File: src/rtl/imem_pkg.sv
// Shared constants, state/owner encodings and the address range helper for the
// instruction-memory arbiter.
package imem_pkg;

  localparam int WIDTH        = 32;
  localparam int DEPTH        = 256;
  localparam int AW           = $clog2(DEPTH);
  localparam int STARVE_LIMIT = 4;

  typedef enum logic [0:0] {ARB = 1'b0, LOCK = 1'b1} state_e;

  localparam logic [0:0] ST_ARB  = 1'b0;
  localparam logic [0:0] ST_LOCK = 1'b1;

  localparam logic OWN_FETCH = 1'b0;
  localparam logic OWN_LOAD  = 1'b1;

  localparam logic [31:0] NOP_WORD = 32'h00000013;

  // Byte address -> word index compared against the memory depth.
  function automatic logic addr_in_range(input logic [31:0] addr, input int unsigned depth);
    return ({2'b00, addr[31:2]} < depth);
  endfunction

endpackage

File: src/rtl/imem_arbiter_if.sv
// Requester and memory-side signals of the arbiter, bundled for port connection.
interface imem_arbiter_if #(
  parameter int WIDTH = 32,
  parameter int AW    = 8
);
  logic             fetch_req;
  logic [31:0]      fetch_addr;
  logic             fetch_gnt;
  logic             fetch_rvalid;
  logic [WIDTH-1:0] fetch_rdata;

  logic             load_req;
  logic             load_we;
  logic             load_lock;
  logic [31:0]      load_addr;
  logic [WIDTH-1:0] load_wdata;
  logic             load_gnt;
  logic             load_rvalid;
  logic [WIDTH-1:0] load_rdata;

  logic             addr_err;

  logic             mem_en;
  logic             mem_we;
  logic [AW-1:0]    mem_addr;
  logic [WIDTH-1:0] mem_wdata;
  logic [WIDTH-1:0] mem_rdata;

  modport slave (
    input  fetch_req, fetch_addr,
    output fetch_gnt, fetch_rvalid, fetch_rdata,
    input  load_req, load_we, load_lock, load_addr, load_wdata,
    output load_gnt, load_rvalid, load_rdata,
    output addr_err,
    output mem_en, mem_we, mem_addr, mem_wdata,
    input  mem_rdata
  );

  modport master (
    output fetch_req, fetch_addr,
    input  fetch_gnt, fetch_rvalid, fetch_rdata,
    output load_req, load_we, load_lock, load_addr, load_wdata,
    input  load_gnt, load_rvalid, load_rdata,
    input  addr_err,
    input  mem_en, mem_we, mem_addr, mem_wdata,
    output mem_rdata
  );
endinterface

File: src/rtl/imem_arbiter_starve_counter.sv
// Saturating count of fetch grants taken while the loader is waiting.
module starve_counter #(
  parameter int LIMIT = 4
) (
  input  logic clk,
  input  logic rst,
  input  logic inc,
  input  logic clr,
  output logic sat
);
  localparam int CW = $clog2(LIMIT + 1);

  logic [CW-1:0] cnt_q, cnt_d;

  always_comb begin
    cnt_d = cnt_q;
    if (clr)
      cnt_d = '0;
    else if (inc && (cnt_q != CW'(LIMIT)))
      cnt_d = cnt_q + 1'b1;
  end

  always_ff @(posedge clk) begin
    if (rst) cnt_q <= '0;
    else     cnt_q <= cnt_d;
  end

  assign sat = (cnt_q == CW'(LIMIT));

endmodule

File: src/rtl/imem_arbiter.sv
// Fetch/loader arbiter for a single-ported synchronous-read instruction memory,
// with starvation relief for the loader and an exclusive lock mode.
module imem_arbiter
  import imem_pkg::*;
#(
  parameter int WIDTH        = imem_pkg::WIDTH,
  parameter int DEPTH        = imem_pkg::DEPTH,
  parameter int STARVE_LIMIT = imem_pkg::STARVE_LIMIT
) (
  input logic          clk,
  input logic          rst,
  imem_arbiter_if.slave bus
);
  localparam int AW = $clog2(DEPTH);

  logic [0:0]  state_q, state_d;
  logic        vld_q, vld_d;
  logic        owner_q, owner_d;
  logic        err_q, err_d;

  logic        starve_sat;
  logic        fetch_gnt, load_gnt, any_gnt;
  logic        locked;
  logic [31:0] req_addr;
  logic        req_ok;

  starve_counter #(.LIMIT(STARVE_LIMIT)) u_starve (
    .clk (clk),
    .rst (rst),
    .inc (fetch_gnt && bus.load_req),
    .clr (load_gnt || !bus.load_req),
    .sat (starve_sat)
  );

  // A lock only holds while load_lock stays high; the release cycle arbitrates normally.
  assign locked = (state_q == ST_LOCK) && bus.load_lock;

  always_comb begin
    fetch_gnt = 1'b0;
    load_gnt  = 1'b0;
    if (!rst) begin
      if (locked)
        load_gnt = bus.load_req;
      else if (bus.fetch_req && !(bus.load_req && starve_sat))
        fetch_gnt = 1'b1;
      else
        load_gnt = bus.load_req;
    end
  end

  assign any_gnt  = fetch_gnt || load_gnt;
  assign req_addr = load_gnt ? bus.load_addr : bus.fetch_addr;
  assign req_ok   = addr_in_range(req_addr, DEPTH);

  always_comb begin
    state_d = ST_ARB;
    if (locked || (load_gnt && bus.load_lock))
      state_d = ST_LOCK;
  end

  // Response bookkeeping: writes never produce rvalid, but an out-of-range write still flags.
  always_comb begin
    vld_d   = fetch_gnt || (load_gnt && !bus.load_we);
    owner_d = owner_q;
    if (vld_d)
      owner_d = load_gnt ? OWN_LOAD : OWN_FETCH;
    err_d   = any_gnt && !req_ok;
  end

  always_ff @(posedge clk) begin
    if (rst) begin
      state_q <= ST_ARB;
      vld_q   <= 1'b0;
      owner_q <= OWN_FETCH;
      err_q   <= 1'b0;
    end else begin
      state_q <= state_d;
      vld_q   <= vld_d;
      owner_q <= owner_d;
      err_q   <= err_d;
    end
  end

  assign bus.fetch_gnt = fetch_gnt;
  assign bus.load_gnt  = load_gnt;

  assign bus.mem_en    = any_gnt && req_ok;
  assign bus.mem_we    = any_gnt && req_ok && load_gnt && bus.load_we;
  assign bus.mem_addr  = req_addr[AW+1:2];
  assign bus.mem_wdata = bus.load_wdata;

  // Responses are masked while rst is high so an in-flight read never surfaces.
  assign bus.fetch_rvalid = !rst && vld_q && (owner_q == OWN_FETCH);
  assign bus.load_rvalid  = !rst && vld_q && (owner_q == OWN_LOAD);
  assign bus.addr_err     = !rst && err_q;
  assign bus.fetch_rdata  = (bus.fetch_rvalid && !err_q) ? bus.mem_rdata : '0;
  assign bus.load_rdata   = (bus.load_rvalid && !err_q) ? bus.mem_rdata : '0;

endmodule

File: src/flat_wrapper.sv
// flat-port wrapper written by rule: the top's interface ports become plain ports
module imem_arbiter_flat import imem_pkg::*;
#(
  parameter int WIDTH        = imem_pkg::WIDTH,
  parameter int DEPTH        = imem_pkg::DEPTH,
  parameter int STARVE_LIMIT = imem_pkg::STARVE_LIMIT
)
  (clk, rst, bus_fetch_req, bus_fetch_addr, bus_fetch_gnt, bus_fetch_rvalid, bus_fetch_rdata, bus_load_req, bus_load_we, bus_load_lock, bus_load_addr, bus_load_wdata, bus_load_gnt, bus_load_rvalid, bus_load_rdata, bus_addr_err, bus_mem_en, bus_mem_we, bus_mem_addr, bus_mem_wdata, bus_mem_rdata);
  imem_arbiter_if #(.WIDTH(WIDTH), .AW(AW)) bus_i ();
  input logic clk;
  input logic rst;
  input wire logic [$bits(bus_i.fetch_req)-1:0] bus_fetch_req;
  input wire logic [$bits(bus_i.fetch_addr)-1:0] bus_fetch_addr;
  output wire logic [$bits(bus_i.fetch_gnt)-1:0] bus_fetch_gnt;
  output wire logic [$bits(bus_i.fetch_rvalid)-1:0] bus_fetch_rvalid;
  output wire logic [$bits(bus_i.fetch_rdata)-1:0] bus_fetch_rdata;
  input wire logic [$bits(bus_i.load_req)-1:0] bus_load_req;
  input wire logic [$bits(bus_i.load_we)-1:0] bus_load_we;
  input wire logic [$bits(bus_i.load_lock)-1:0] bus_load_lock;
  input wire logic [$bits(bus_i.load_addr)-1:0] bus_load_addr;
  input wire logic [$bits(bus_i.load_wdata)-1:0] bus_load_wdata;
  output wire logic [$bits(bus_i.load_gnt)-1:0] bus_load_gnt;
  output wire logic [$bits(bus_i.load_rvalid)-1:0] bus_load_rvalid;
  output wire logic [$bits(bus_i.load_rdata)-1:0] bus_load_rdata;
  output wire logic [$bits(bus_i.addr_err)-1:0] bus_addr_err;
  output wire logic [$bits(bus_i.mem_en)-1:0] bus_mem_en;
  output wire logic [$bits(bus_i.mem_we)-1:0] bus_mem_we;
  output wire logic [$bits(bus_i.mem_addr)-1:0] bus_mem_addr;
  output wire logic [$bits(bus_i.mem_wdata)-1:0] bus_mem_wdata;
  input wire logic [$bits(bus_i.mem_rdata)-1:0] bus_mem_rdata;
  assign bus_i.fetch_req = bus_fetch_req;
  assign bus_i.fetch_addr = bus_fetch_addr;
  assign bus_fetch_gnt = bus_i.fetch_gnt;
  assign bus_fetch_rvalid = bus_i.fetch_rvalid;
  assign bus_fetch_rdata = bus_i.fetch_rdata;
  assign bus_i.load_req = bus_load_req;
  assign bus_i.load_we = bus_load_we;
  assign bus_i.load_lock = bus_load_lock;
  assign bus_i.load_addr = bus_load_addr;
  assign bus_i.load_wdata = bus_load_wdata;
  assign bus_load_gnt = bus_i.load_gnt;
  assign bus_load_rvalid = bus_i.load_rvalid;
  assign bus_load_rdata = bus_i.load_rdata;
  assign bus_addr_err = bus_i.addr_err;
  assign bus_mem_en = bus_i.mem_en;
  assign bus_mem_we = bus_i.mem_we;
  assign bus_mem_addr = bus_i.mem_addr;
  assign bus_mem_wdata = bus_i.mem_wdata;
  assign bus_i.mem_rdata = bus_mem_rdata;
  imem_arbiter #(.WIDTH(WIDTH), .DEPTH(DEPTH), .STARVE_LIMIT(STARVE_LIMIT)) u_core (.clk(clk), .rst(rst), .bus(bus_i));
endmodule
File: config.mk
export PLATFORM = sky130hd
export DESIGN_NAME = imem_arbiter_flat
export DESIGN_NICKNAME = d
export VERILOG_FILES = /design/src/rtl/imem_pkg.sv /design/src/rtl/imem_arbiter_if.sv /design/src/rtl/imem_arbiter_starve_counter.sv /design/src/rtl/imem_arbiter.sv /design/src/flat_wrapper.sv
export SDC_FILE = /design/constraint.sdc
export NUM_CORES = 1
export LEC_CHECK = 0
export ABC_CLOCK_PERIOD_IN_PS = 1800
export CORE_AREA = 4 4 93 95
export CTS_CLUSTER_DIAMETER = 30
export DETAILED_ROUTE_END_ITERATION = 7
export DIE_AREA = 0 0 97 99
export GPL_ROUTABILITY_DRIVEN = 1
export PLACE_DENSITY = 0.66
export SLEW_MARGIN = 20
export SYNTH_ARGS = -nofsm -noshare
export SYNTH_HDL_FRONTEND = slang
export SYNTH_SLANG_ARGS = --single-unit
File: constraint.sdc
create_clock -name clk -period 1.8 [get_ports clk]
set_input_delay 0.18 -clock clk [delete_from_list [all_inputs] [get_ports clk]]
set_output_delay 0.18 -clock clk [all_outputs]
set_load 0.02 [all_outputs]
# [After elaboration in Yosys (flattened, before gate mapping)]
# Index checks and enable logic that the tools add are counted.
[word_totals] ff_bits=7 inputBits=134 output_inout_bits=111
[op_classes] add_sub_neg=1 order_cmp=1 n_eq_ne=2 mux=11 bitwise=1 n_reduce_logical=28
[op_table] cell="$mux W32" n=3
[op_table] cell="$lt A30 B9 Y1 const B" n=1
[op_table] cell="$logic_and A1 B1 Y1" n=17
[op_table] cell="$mux W1" n=8
[op_table] cell="$logic_not A1 Y1" n=6
[op_table] cell="$logic_or A1 B1 Y1" n=4
[op_table] cell="$add A3 B1 Y3 const B" n=1
[op_table] cell="$eq A3 B3 Y1 const B" n=1
[op_table] cell="$ne A3 B3 Y1 const B" n=1
[op_table] cell="$reduce_or A2 Y1" n=1
[op_table] cell="$not A1 Y1" n=1

# [Logic depth before layout (Yosys ltp)]
# Gate-level depths: netlist (run 1).
[depth] depth_word=12 depth_mapped=8

# [Modules after synthesis]
# A second synthesis (run 1) with hierarchy kept.
[unflattened] hier_cells=176 area_unflattened_um2=1283.7
[by_module_without_submodules] module="imem_arbiter" instances=1 cells_each=158 area_each_um2=1096.1 seq_area_each_um2=80.1
[by_module_without_submodules] module="starve_counter" instances=1 cells_each=18 area_each_um2=187.7 seq_area_each_um2=60.1

# [Worst setup path after synthesis (run 1)]
# OpenSTA, ideal clock, no wires.
[synth_path] path_kind="flip-flop to output port" from="reg u_core.owner_q" to="out bus_fetch_rdata[10]" t_arrival_ns=1.600 t_required_ns=1.620 slack_ns=0.020 stages_incl_launch_ff=5 path_buffers=1 cell_sequence="dfxtp_1 nor3b_1 and2b_1 clkbuf_1 and2_1"
[synth_via] elab_chain_cells=4
[synth_lines] element="start: declaration" line_no="imem_arbiter.sv:18" source="logic owner_q, owner_d;"
[synth_lines] element="start signal: assignment" line_no="imem_arbiter.sv:79" source="owner_q <= owner_d;"
[synth_lines] element="$not A1 Y1" line_no="imem_arbiter.sv:93" source="assign bus.fetch_rvalid = !rst && vld_q && (owner_q == OWN_FETCH);"
[synth_lines] element="$logic_and A1 B1 Y1" line_no="imem_arbiter.sv:93"
[synth_lines] element="net bus_fetch_rvalid" line_no="flat_wrapper.sv:15" source="output wire logic [$bits(bus_i.fetch_rvalid)-1:0] bus_fetch_rvalid;"
[synth_lines] element="$logic_and A1 B1 Y1" line_no="imem_arbiter.sv:96" source="assign bus.fetch_rdata = (bus.fetch_rvalid && !err_q) ? bus.mem_rdata : '0;"
[synth_lines] element="$mux W32" line_no="imem_arbiter.sv:96"
[synth_lines] element="end: declaration" line_no="flat_wrapper.sv:16" source="output wire logic [$bits(bus_i.fetch_rdata)-1:0] bus_fetch_rdata;"
# The timed path passes the listed nets, and every way through them passes these cells.

# [Final worst setup path (run 1)]
[layout_path] from="in bus_fetch_addr[30]" to="out bus_mem_en"
[layout_via] elab_chain_cells=3
[layout_lines] element="start: declaration" line_no="flat_wrapper.sv:13" source="input wire logic [$bits(bus_i.fetch_addr)-1:0] bus_fetch_addr;"
[layout_lines] element="$mux W32" line_no="imem_arbiter.sv:52" source="assign req_addr = load_gnt ? bus.load_addr : bus.fetch_addr;"
[layout_lines] element="$lt A30 B9 Y1" line_no="imem_pkg.sv:22" source="return ({2'b00, addr[31:2]} < depth);"
[layout_lines] element="$logic_and A1 B1 Y1" line_no="imem_arbiter.sv:87" source="assign bus.mem_en = any_gnt && req_ok;"
[layout_lines] element="end: declaration" line_no="flat_wrapper.sv:26" source="output wire logic [$bits(bus_i.mem_en)-1:0] bus_mem_en;"
# No other way between the ends.

==> qor.txt, run 1 <==
status: finished with violations
failing checks: negative setup slack
Syn Nets: 306
min-delay worst type: in -> out
die width: 97 um
Yosys reg bits: 7
Max-cap violations: 0
num ports: 245
CTS tree: built
Row Count: 32
htree depth: 1
largest family of logic cells by synthesized area: simple AND/OR/NAND/NOR gates
Worst setup EP type: output port
CTS Root Buffer Type: clkbuf_8
fin crit share: 101.9%
Overall Global Routing Usage: 10.80%
Final Hold Fails: 0
pre-CTS WS: -0.6462 ns
worst skew pair latency: 0.23 ns
Sequential Area: 142.6 sq um
hold depth: 0
P_leak: 0.001442 uW
nets: 470
share of cells above drive strength 1: 37.24%
DR WL/cell: 13.36 um
min Tclk post-route: 1.835 ns
total grt overflow: 0
Starting Density: 15.90%
Post-CTS Hold Fix Bufs: 0
hpwl dp: 4.791 mm
Synth Area in Adders: 2.037%
worst r2r path cells: 9
DR vias/cell: 4.025
Clock Skews: 0.004540 ns
initial antenna violation count: 0
CTS sink count: 7
die area: 0.009603 sq mm
Clock Tree Buf Depth: 2
slowest stage cell, crit path: clkdlybuf4s50_1
post-synthesis sequential area ratio: 11.41%
VDD IR-drop max: 0.1970 mV
Final WS setup: -0.03500 ns
relative slew slack: 80.85%
synth unique cells: 28
Synth Area in Simple Gates: 52.04%
Worst Tran Pin Value: 0.2850 ns
vias in the first global route: 1872
CP max FO: 2
fmax: 545.0 MHz
Core Region: 0.007727 sq mm
largest net degree at the start of global routing: 33
total power: 840.9 uW
Critical Path RT: 1.62 ns
CP max stage delay: 0.41 ns
Syn Area/Cell: 7.228 sq um
mux contribution to synthesized area: 7.332%
Startpoint Class: input pin
multi-input logic area: 920.9 sq um
CP cell instances: clkdlybuf4s50_1 -> nor4_2 -> nand4_1 -> nor4_4 -> a22o_1 -> buf_6
port bufs: 176
DR pass1 iterations: 4
n_diodes: 0
Setup CP Type: in -> out
area share of xor/xnor cells in the synthesized design: 0.7128%
routed wire length: 5.812 mm
Ys Warns: 0
RSZ-0062 raised after global routing: true
CP Depth: 6
via count: 1751
Buf/Inv on CP: 2
Pwr per Cell Area: 286.8 mW/mm^2
Post-Syn Area: 0.001229 sq mm
first-pass GRT wire length: 8.714 mm
DRC: 0
Area Overhead vs Synth: 138.6%
Detail Route Antenna Nets: 0
initial DRC count: 8
total CTS buffers: 3
fillcell total: 799
Vert. Die Dim: 99 um
compound-gate portion of the synthesized area: 2.851%
worst path arrival time: 1.66 ns
CP top delay family: simple AND/OR/NAND/NOR gates
Post-Synthesis Cells: 170
GPL Wtd Cong: 0.7682
Setup Viol. Count Final: 1
Slew Viols, Final: 0
==> cell type report <==
| type | instances | share of cell area [%] |
|---|---|---|
| Timing Repair Buffer | 198 | 57.06 |
| Multi-Input combinational cell | 118 | 31.41 |
| Sequential cell | 7 | 4.866 |
| Tap cell | 102 | 4.353 |
| Clock buffer | 4 | 1.536 |
| Inverter | 6 | 0.7682 |
==> metrics by stage <==
| stage | hold slack (ns) | instances | TNS [ns] | util [%] | area [sq um] |
|---|---|---|---|---|---|
| finish | 0.3600 | 435 | -0.03500 | 37.94 | 2932 |
| global route | 0.3600 | 435 | -0.4367 | 37.94 | 2932 |
| CTS | 0.3601 | 432 | -0.09663 | 39.17 | 3027 |
| detailed placement | 0.3601 | 426 | -30.33 | 38.86 | 3003 |
| global placement | 0.3601 | 426 | -30.85 | 38.86 | 3003 |
| floorplan | 0.2561 | 170 | 0 | - | 1229 |
==> flip-flops by register name, summed over array words and instances, names as in the netlist <==
signal / flops
u_core.vld_q: 1
u_core.owner_q: 1
u_core.state_q: 1
u_core.u_starve.cnt_q: 3
u_core.err_q: 1
==> cell usage after synthesis (all sizes together) <==
master	n	area, sq um
nor3b	2	15.01
nand2b	1	6.260
and2b	2	15.01
nor3	2	10.01
o21ai	1	5.000
nor2	3	11.26
nor2b	1	6.260
nor4	10	83.83
nand2	4	15.01
and3	3	18.77
mux2	8	90.09
nand3	4	20.02
ha	2	25.02
a21oi	3	15.01
and2	65	406.6
nand4	2	12.51
o22ai	1	6.260
inv	6	22.52
or4	2	18.77
xnor2	1	8.760
a22o	1	8.760
buf	33	245.2
clkbuf	6	22.52
dfxtp	7	140.1
==> cell families (layout without fill, tap and decap cells) <==
family,Yosys count,after routing
adder cells (fa/ha/maj),2,2
flip-flops,7,7
multiplexers,8,8
AND/OR/NAND/NOR,101,101
AO/OA/AOI/OAI,6,6
buffers and inverters,45,208
XOR/XNOR,1,1
==> placed cells by master (no fill, tap or decap), drive strengths merged <==
master         instances
dlygate4sd2           17
and2                  65
nand3                  4
nand4                  2
clkdlybuf4s50         74
clkdlybuf4s15          9
or4                    2
a22o                   1
dfxtp                  7
nor3b                  2
buf                   33
nand2                  4
o21ai                  1
nand2b                 1
mux2                   8
nor2                   3
nor4                  10
a21oi                  3
clkbuf                62
nor2b                  1
and3                   3
xnor2                  1
dlymetal6s2s           7
nor3                   2
inv                    6
o22ai                  1
ha                     2
and2b                  2
==> routing by layer <==
| metal | vias up | part of all wire, % | GRT usage [%] |
|---|---|---|---|
| met2 | 127 | 54 | 22.66 |
| met1 | 771 | 34 | 9.705 |
| met4 | 0 | 0.43 | 1.944 |
| met5 | - | 0 | 0 |
| li1 | 847 | - | - |
| met3 | 6 | 11 | 4.105 |
==> final timing paths <==
kind / start / endpoint / slack, ns
setup / recovery: bus_fetch_addr[30] / bus_mem_en / -0.04
hold / removal: bus_load_wdata[16] / bus_mem_wdata[16] / 0.36
setup reg to reg: u_core.u_starve.cnt_q[0] / u_core.vld_q / 0.38
hold reg to reg: u_core.state_q / u_core.state_q / 0.51
==> power breakdown <==
group          switching [uW]  internal (uW)
clock network            68.0            153
logic                     166            286
registers                4.21            163
==> what timing repair did <==
item,4_1_cts,5_1_grt
gates cloned,1,0
pin swaps,10,12
setup endpoints to repair,78,76
setup buffers,1,3
resized for setup,161,151
No activity file was read; power rests on OpenSTA's default activity.
==> run 2: changes to the inputs <==
--- a/config.mk
+++ b/config.mk
@@ -11,8 +11,9 @@
 export DETAILED_ROUTE_END_ITERATION = 7
 export DIE_AREA = 0 0 97 99
 export GPL_ROUTABILITY_DRIVEN = 1
-export PLACE_DENSITY = 0.66
+export PLACE_DENSITY = 0.67
 export SLEW_MARGIN = 20
 export SYNTH_ARGS = -nofsm -noshare
 export SYNTH_HDL_FRONTEND = slang
+export SYNTH_HIERARCHICAL = 1
 export SYNTH_SLANG_ARGS = --single-unit
==> qor.txt, run 2 <==
fin crit share: 113.6% (+12 points)
die width: 97 um (unchanged)
Area Overhead vs Synth: 130.8%
largest net degree at the start of global routing: 33 (unchanged)
DR pass1 iterations: 3 (-1)
Setup Viol. Count Final: 14 (+13)
top cell type by total area after synthesis: and2_1
Max-cap violations: 0 (unchanged)
CTS sink count: 7 (unchanged)
Starting Density: 16.61% (+0.71 points)
Ys Warns: 6 (+6)
RSZ-0062 raised after global routing: true
Area contributors post-synth: and2_1, buf_4, dfxtp_1
via count: 1857 (+6.1%)
total grt overflow: 0 (unchanged)
multi-input logic area: 928.4 sq um (+0.82%)
min-delay worst type: in -> out
Core Region: 0.007727 sq mm (unchanged)
Reg with most FFs: u_core/u_starve/cnt_q
synth cell count leaders: and2_1, buf_4, nor4_1, mux2_2, dfxtp_1
CTS tree: built
Slew Viols, Final: 0 (unchanged)
CTS Root Buffer Type: clkbuf_8
Post-Synthesis Cells: 176 (+3.5%)
# placed instances: 433 (+1.6%)
first-pass GRT wire length: 8.652 mm (-0.71%)
commonest non-fill, non-tap cell in the layout: clkdlybuf4s50_1
Clock Tree Buf Depth: 2 (unchanged)
initial DRC count: 44 (+36)
number of flops mapped to enable cells by yosys: 0 (unchanged)
total power: 847.3 uW (+0.76%)
share of cells above drive strength 1: 39.36% (+2.1 points)
htree depth: 1 (unchanged)
Area after DPL: 0.003108 sq mm (+3.5%)
worst skew pair latency: 0.22 ns (about the same)
routed wire length: 6.386 mm (+9.9%)
vias in the first global route: 1863 (-0.48%)
port bufs: 176 (unchanged)
top cell type's share of synthesized area: 31.68% (-1.4 points)
post-synthesis async set-or-reset flop share: 0% (unchanged)
Detail Route Antenna Nets: 0 (unchanged)
final setup TNS: -2.563 ns (-2.528 ns)
Critical Path RT: 1.62 ns (about the same)
post-synthesis sequential area ratio: 10.92% (-0.49 points)
VDD IR-drop max: 0.2284 mV (+16%)
cell with the most instances after synthesis: and2_1
Worst setup EP type: output port
Overall Global Routing Usage: 10.86% (+0.061 points)
Row Count: 32 (unchanged)
P_leak: 0.001392 uW (-3.4%)
DR vias/cell: 4.173 (+3.7%)
total CTS buffers: 3 (unchanged)
design area: 0.002963 sq mm (+1.1%)
failing checks: negative setup slack
Syn Nets: 312 (+2.0%)
commonest non-fill, non-tap cells in the layout: clkdlybuf4s50_1, and2_1, buf_2, clkbuf_2, buf_4
Vert. Die Dim: 99 um (unchanged)
initial antenna violation count: 0 (unchanged)
Final Non-Filler Cells: 445 (+2.3%)
Sequential Area: 142.6 sq um (unchanged)
Synth Flop Type: dfxtp_1
CP max FO: 3 (+1)
DRC: 0 (unchanged)
Worst Tran Pin Value: 0.5235 ns (+0.2385 ns)
synth unique cells: 31 (+11%)
n_diodes: 0 (unchanged)
Post-Syn Area: 0.001284 sq mm (+4.5%)
Startpoint Class: flop
Worst-path clk slew: 0.04 ns
fmax: 489.2 MHz (-10%)
num ports: 245 (unchanged)
die area: 0.009603 sq mm (unchanged)
Pwr per Cell Area: 286.0 mW/mm^2 (-0.30%)
DR WL/cell: 14.35 um (+7.4%)
status: finished with violations
relative slew slack: 65.03% (-16 points)
worst path arrival time: 1.86 ns (+0.20 ns)
nets: 480 (+2.1%)
GPL Wtd Cong: 0.7801 (+1.5%)
hpwl dp: 5.121 mm (+6.9%)
min Tclk post-route: 2.044 ns (+0.2090 ns)
Syn Area/Cell: 7.294 sq um (+0.92%)
fillcell total: 805 (+0.75%)
Yosys reg bits: 7 (unchanged)
Setup CP Type: reg -> out
Clock Skews: 0.002298 ns (-0.002241 ns)
max reg flops: 3 (unchanged)
Final WS setup: -0.2440 ns (-0.2090 ns)
Final Hold Fails: 0 (unchanged)
run 2: per-layer routing:
metal	vias to the layer above	track usage, %	share of wire, %
li1	891	-	-
met1	818	9.793	37
met2	144	22.51	52
met3	4	4.034	10
met4	0	2.592	0.83
met5	-	0	0
run 2: per-stage QoR:
step                hold WS [ns]  worst slack (ns)  utilization (%)
detailed placement        0.3601           -0.6511            40.22
global route              0.3601           -0.3027            38.34
global placement          0.3601           -0.6514            40.22
floorplan                 0.2535          -0.03045                -
CTS                       0.3601           -0.2775            40.72
finish                    0.3600           -0.2440            38.34
run 2: cells by family after synthesis:
| group | count (synthesis) | share of synthesized area (%) |
|---|---|---|
| and+or+nand+nor | 101 | 49.80 |
| buffers and inverters | 46 | 23.00 |
| AOI/OAI and AO/OA | 10 | 5.556 |
| muxes | 10 | 8.772 |
| DFF | 7 | 10.92 |
| adders and majority gates | 2 | 1.949 |
run 2: worst paths after layout:
check,start,end,slack (ns),depth (start not counted)
max,u_core/u_starve/cnt_q[1],bus_mem_en,-0.24,8
min,bus_load_wdata[13],bus_mem_wdata[13],0.36,0
max reg2reg,u_core/u_starve/cnt_q[1],u_core/u_starve/cnt_q[0],-0.13,12
min reg2reg,u_core/state_q,u_core/state_q,0.51,2
run 2: cell type report:
type                    instances  area share [%]
repair buffers                203           57.18
inverters                       6          0.8446
flip-flops and latches          7           4.814
well taps                     102           4.307
multi-input cells             123           31.33
clock buffers                   4           1.520
run 2: report_power, final:
group          internal (uW)  switching (uW)  total, uW  leakage, uW
logic                    296             165        461      0.00131
registers                161            3.93        165    0.0000583
clock network            153            67.5        221    0.0000228
total                    611             236        847      0.00139
run 2: critical path: stages, from the launching register on:
cell,delay [ns]
dfxtp_2,0.32
inv_2,0.06
ha_4,0.13
and2_4,0.14
inv_2,0.03
a211o_1,0.27
or3_4,0.42
a21oi_4,0.14
buf_6,0.13
run 2: repair_timing:
action                                  CTS  global route
endpoints found under the setup margin   81            79
gates resized for setup                 188           120
cloned                                    0             3
hold buffers                              0             0
setup buffers                             1             4
pin swaps                                 4             2
==> run 3: changes to the inputs <==
--- a/config.mk
+++ b/config.mk
@@ -12,7 +12,7 @@
 export DIE_AREA = 0 0 97 99
 export GPL_ROUTABILITY_DRIVEN = 1
 export PLACE_DENSITY = 0.67
-export SLEW_MARGIN = 20
+export SLEW_MARGIN = 15
 export SYNTH_ARGS = -nofsm -noshare
 export SYNTH_HDL_FRONTEND = slang
 export SYNTH_HIERARCHICAL = 1
==> results of run 3 <==
Final layout, timing and power as in run 2 (identical DEF).
